`src/rtl/fwd_hazard_ctrl_pkg.sv`:
```
`default_nettype none
// ============================================================================
// Module   : fwd_hazard_ctrl_pkg
// Brief    : Shared pipeline types: register index width, forward selects,
//            and the tracked per-stage destination record.
// Revision : 1.0
// ============================================================================
package fwd_hazard_ctrl_pkg;

    localparam int REG_W = 5;

    typedef logic [REG_W-1:0] reg_idx_t;

    typedef enum logic [1:0] {
        FWD_RF     = 2'b00,
        FWD_EXALU  = 2'b01,
        FWD_MEMALU = 2'b10,
        FWD_MEMDO  = 2'b11
    } fwd_t;

    typedef struct packed {
        reg_idx_t rn;
        logic     wreg;
        logic     m2reg;
    } stage_t;

    // Register 0 is hardwired to zero, so it never creates a dependency.
    function automatic logic reg_hit(input logic rd, input reg_idx_t src,
                                     input reg_idx_t dst);
        return rd && (src == dst) && (src != '0);
    endfunction

endpackage
`default_nettype wire

```
`src/rtl/fwd_sel.sv`:
```
`default_nettype none
// ============================================================================
// Module   : fwd_sel
// Brief    : Combinational forward-select for one ID operand from tracked
//            EX/MEM destination state; EX wins over MEM.
// Revision : 1.0
// ============================================================================
module fwd_sel
    import fwd_hazard_ctrl_pkg::*;
(
    input  logic [REG_W-1:0] src,
    input  logic             use_src,
    input  logic [REG_W-1:0] ern,
    input  logic             ewreg,
    input  logic             em2reg,
    input  logic [REG_W-1:0] mrn,
    input  logic             mwreg,
    input  logic             mm2reg,
    output logic [1:0]       sel
);

    logic w_ex_hit;
    logic w_mem_hit;

    assign w_ex_hit  = reg_hit(use_src, src, ern) && ewreg;
    assign w_mem_hit = reg_hit(use_src, src, mrn) && mwreg;

    always_comb begin
        sel = FWD_RF;
        if (w_ex_hit && !em2reg) begin
            sel = FWD_EXALU;
        end else if (w_mem_hit && mm2reg) begin
            sel = FWD_MEMDO;
        end else if (w_mem_hit && !mm2reg) begin
            sel = FWD_MEMALU;
        end
    end

endmodule
`default_nettype wire

```
`src/rtl/fwd_hazard_ctrl.sv`:
```
`default_nettype none
// ============================================================================
// Module   : fwd_hazard_ctrl
// Brief    : Pipeline forwarding and load-use hazard control with a
//            saturating stall-cycle counter.
// Revision : 1.0
// ============================================================================
module fwd_hazard_ctrl
    import fwd_hazard_ctrl_pkg::*;
(
    input  logic             clk,
    input  logic             clrn,
    input  logic [REG_W-1:0] rs,
    input  logic [REG_W-1:0] rt,
    input  logic             use_rs,
    input  logic             use_rt,
    input  logic [REG_W-1:0] rn,
    input  logic             wreg,
    input  logic             m2reg,
    output logic [1:0]       fwda,
    output logic [1:0]       fwdb,
    output logic             wpcir,
    output logic             ewreg_o,
    output logic             mwreg_o,
    output logic [15:0]      stall_cnt
);

    localparam logic [15:0] C_CNT_MAX = 16'hFFFF;

    stage_t      r_ex;
    stage_t      r_mem;
    logic [15:0] r_stall_cnt;

    logic        w_load_use;
    logic [1:0]  w_sel_a;
    logic [1:0]  w_sel_b;

    // A load in EX cannot supply its data until MEM, so a dependent ID
    // instruction must wait exactly one cycle.
    assign w_load_use = r_ex.wreg && r_ex.m2reg &&
                        (reg_hit(use_rs, rs, r_ex.rn) ||
                         reg_hit(use_rt, rt, r_ex.rn));

    assign wpcir = ~w_load_use;

    always_ff @(posedge clk or negedge clrn) begin
        if (!clrn) begin
            r_ex        <= '0;
            r_mem       <= '0;
            r_stall_cnt <= '0;
        end else begin
            r_mem <= r_ex;
            if (wpcir) begin
                r_ex <= '{rn: rn, wreg: wreg, m2reg: m2reg};
            end else begin
                r_ex <= '0;
            end
            if (!wpcir && (r_stall_cnt != C_CNT_MAX)) begin
                r_stall_cnt <= r_stall_cnt + 16'd1;
            end
        end
    end

    fwd_sel u_fwd_a (
        .src     (rs),
        .use_src (use_rs),
        .ern     (r_ex.rn),
        .ewreg   (r_ex.wreg),
        .em2reg  (r_ex.m2reg),
        .mrn     (r_mem.rn),
        .mwreg   (r_mem.wreg),
        .mm2reg  (r_mem.m2reg),
        .sel     (w_sel_a)
    );

    fwd_sel u_fwd_b (
        .src     (rt),
        .use_src (use_rt),
        .ern     (r_ex.rn),
        .ewreg   (r_ex.wreg),
        .em2reg  (r_ex.m2reg),
        .mrn     (r_mem.rn),
        .mwreg   (r_mem.wreg),
        .mm2reg  (r_mem.m2reg),
        .sel     (w_sel_b)
    );

    assign fwda      = wpcir ? w_sel_a : FWD_RF;
    assign fwdb      = wpcir ? w_sel_b : FWD_RF;
    assign ewreg_o   = r_ex.wreg;
    assign mwreg_o   = r_mem.wreg;
    assign stall_cnt = r_stall_cnt;

endmodule
`default_nettype wire

```
`config.mk`:
```
export PLATFORM = sky130hd
export DESIGN_NAME = fwd_hazard_ctrl
export DESIGN_NICKNAME = d
export VERILOG_FILES = /design/src/rtl/fwd_hazard_ctrl_pkg.sv /design/src/rtl/fwd_sel.sv /design/src/rtl/fwd_hazard_ctrl.sv
export SDC_FILE = /design/constraint.sdc
export NUM_CORES = 1
export LEC_CHECK = 0
export BUFFER_PORTS_ARGS = -buffer_cell sky130_fd_sc_hd__buf_2
export CORE_ASPECT_RATIO = 0.7
export CORE_MARGIN = 3
export CORE_UTILIZATION = 50
export CTS_BUF_LIST = sky130_fd_sc_hd__clkbuf_8
export CTS_CLUSTER_SIZE = 24
export DETAILED_ROUTE_END_ITERATION = 10
export PLACE_DENSITY = 0.77
export SYNTH_ARGS = -nofsm -noshare
export SYNTH_HDL_FRONTEND = slang
export SYNTH_SLANG_ARGS = --single-unit
```
`constraint.sdc`:
```
create_clock -name clk -period 2.31 [get_ports clk]
set_clock_uncertainty 0.2 [all_clocks]
set_input_delay 0.231 -clock clk [delete_from_list [all_inputs] [get_ports clk]]
set_output_delay 0.231 -clock clk [all_outputs]
set_load 0.01 [all_outputs]
```
==> metrics <==
Buffers on Ports=43; via/cell ratio=5.53; Hold Vio Cnt, Final=0; main combinational cell family by area after synthesis=simple AND/OR/NAND/NOR gates; Placer Congestion=0.905; root buf cell=clkbuf_8; Iter 0 DRT Violations=99; hold slack=0.255 ns; Pins Over Slew Limit=0; clock buffer depth=2; Synth Cell Area=0.00157 mm^2; worst-path maximum fanout=7; initial antenna violation count=0; crit path launch=rs[1]; crit path DAT=1.81 ns; largest net degree at the start of global routing=31; max frequency=0.446 GHz; DRT antenna net count=0; Worst IR Drop VDD=0.000331 V; reg2reg end=stall_cnt[14]; Final nets=223; Worst-Margin Slew=0.642 ns; Area Growth Syn to Fin=34.6%; Post-Synth Simple-Gate Area=26.5%; run status=completed; crit-path cells=buf_2 -> or4_1 -> o21ai_2 -> nor4_4 -> o21ai_4 -> a21boi_1 -> buf_2; top-area cell type share of the netlist area=47.9%; fraction of layout cells with a size suffix above 1=39.6%; vias in the first global route=1255; Critical Path Max Stage Delay=0.54 ns; HP Class=reg2reg; area share of xor/xnor cells in the synthesized design=17.9%; # Max-Cap Violations=0; LEAKAGE=0.988 nW; RR Startpoint=r_ex[4]; CORE AREA=0.00290 mm^2; Clock Pin Slew Worst Setup and Hold Paths=0.06 ns; type of origin of the critical path=primary input; sw power=0.000314 W; Avg Synthesized Cell Area=11.2 um^2; HPWL Detailed=2720 um; # placed instances=221; TNS Setup=0 ns; r2r setup slk=0.11 ns; die area=0.00385 mm^2; R2R depth=6; Min-Delay Startpoint=r_ex[3]; post-synthesis mux area share=3.11%; library cells used by synthesis=31; # DRC=0; Clock power frac=37.4%; Synth area leader=dfrtp_1; Internal=0.000870 W; CTS Buf Count=5; CP Class=in2out; switching share of power=26.5%; power density of the placed cells=562 mW/mm^2; Logic pwr share=13.2%; die width=72.9 um; Worst Path Buf+Inv=2; commonest non-fill, non-tap cell in the layout=buf_2; adder-cell area share of the yosys netlist=0.798%; RSZ-0062 raised after global routing=true; stages on the worst setup path=7; die height=52.9 um; slowest cell on the critical path=or4_1; first-pass GRT wire length=6040 um; Syn Inst Count=140; Starting Density=54.0%; gr ovfl total=0; IO Pins=44; synth top area cells=dfrtp_1 48%, xnor2_1 8.9%, xor2_1 8.9%, and2_1 3.2%, nor4_2 3.2%; Placed Area=0.00184 mm^2; CTS tree=yes; Cell Count, Final, Fillers Out=238; routed wire length=3820 um; Seq pwr share=49.4%; GRT Overall Usage=21.7%; diode count=0; #FFs+latches synth=30; clk_lat worst skew=0.28 ns; WP data required=1.88 ns; cell area after layout=0.00211 mm^2; H-tree levels=2; ratio of final minimum period to clock period=97.1%; Largest delay share family, worst path=compound AO/OA/AOI/OAI gates; WL/cell=16.1 um; Synth Net Count=162; via count=1315; Setup crit end kind=output pin; commonest non-fill, non-tap cells in the layout=42 x buf_2, 29 x dfrtp_1, 16 x xor2_1; Tmin final=2.24 ns; setup violators final=0; synthesis warning total=0; CP most frequent cell=buf_2; Synth Area in Compound Gates=2.47%; post-synthesis sequential area ratio=47.9%; Core Rows=16; Critical Path End=fwda[0]; DR pass1 iterations=4; clk sinks=30; Slew headroom=57.2%
-- final cells by class --
cell class	count	area, um^2
multi-input cells	107	871
fillers	200	793
flip-flops and latches	30	752
repair buffers	57	347
clock buffers	6	82.6
well taps	36	45.0
clock inverters	2	12.5
-- power by group through the flow --
| stage | combinational, W | sequential [W] | clock, W |
|---|---|---|---|
| CTS | 0.000150 | 0.000584 | 0.000456 |
| global route | 0.000172 | 0.000588 | 0.000480 |
| detailed placement | 0.000131 | 0.000594 | 0 |
| global placement | 0.000128 | 0.000589 | 0 |
| finish | 0.000156 | 0.000586 | 0.000443 |
| floorplan | 0.0000656 | 0.000592 | 0 |
-- stage by stage --
step	total power, W	utilization [%]	worst slack, ns
after global placement	0.000717	63.5	0.0866
after CTS	0.00119	70.8	-0.00486
final	0.00118	72.7	0.0662
after detailed placement	0.000725	63.5	-0.00189
after floorplan	0.000658	-	0.179
after global routing	0.00124	72.7	-0.00405
-- worst reg2reg max path, stage by stage (launching register included) --
cell,delay [ns]
dfrtp_1,0.43
xnor2_1,0.21
nand3_2,0.14
nor4_4,0.27
nor2_1,0.18
nor4_2,0.31
mux2_2,0.36
-- cell families (layout without fill, tap and decap cells) --
group	after synthesis	count (layout)
xor+xnor	32	32
simple gates	65	65
mux	4	4
flops	30	30
fa+ha+maj	1	1
compound gates	5	5
buf+inv	3	65
-- per-layer routing --
layer | GRT usage [%] | vias up | part of all wire [%]
met4 | 9.82 | 0 | 3.1
met2 | 32.2 | 51 | 45
li1 | - | 617 | -
met5 | 0 | - | 0
met1 | 30.0 | 634 | 47
met3 | 5.12 | 13 | 4.9
-- cells in the mapped netlist --
cell type  count
buf_6          1
o21ai_2        2
ha_1           1
nor3_1         7
nor4b_4        1
or3_1          1
and3_1         2
nand2_1       13
or4_1          2
nor3b_1        1
and3b_1        1
nor4b_1        2
nor2_1         5
a31o_2         1
a21boi_0       1
mux2_2         3
and2_1         8
nor4_4         1
nand4_1        3
nand3_1        8
nor4_1         3
dfrtp_1       30
and4_1         1
o21ai_1        1
xor2_1        16
buf_2          2
nor4_2         4
mux2_4         1
xnor2_1       16
nand2b_1       1
nand3b_1       1
-- worst min path at each step --
stage,depth (start not counted),slack [ns],to
3_5_place_dp,1,0.10,r_mem[2]
3_3_place_gp,1,0.08,r_mem[2]
2_1_floorplan,0,-0.26,ewreg_o
6_report,0,0.26,r_mem[3]
5_1_grt,0,0.27,r_mem[3]
4_1_cts,0,0.24,r_mem[3]
-- sequential cells by signal, summed over array words and instances, names as in the netlist --
register	cells
r_ex	6
stall_cnt	16
ewreg_o	1
r_mem	6
mwreg_o	1
-- what timing repair did --
action	CTS	global route
endpoints found under the hold margin	37	0
setup endpoints to repair	5	12
pin swaps	5	3
setup buffers	1	0
gates resized for setup	4	11
hold buffers	8	0
No activity file was read; power rests on OpenSTA's default activity.
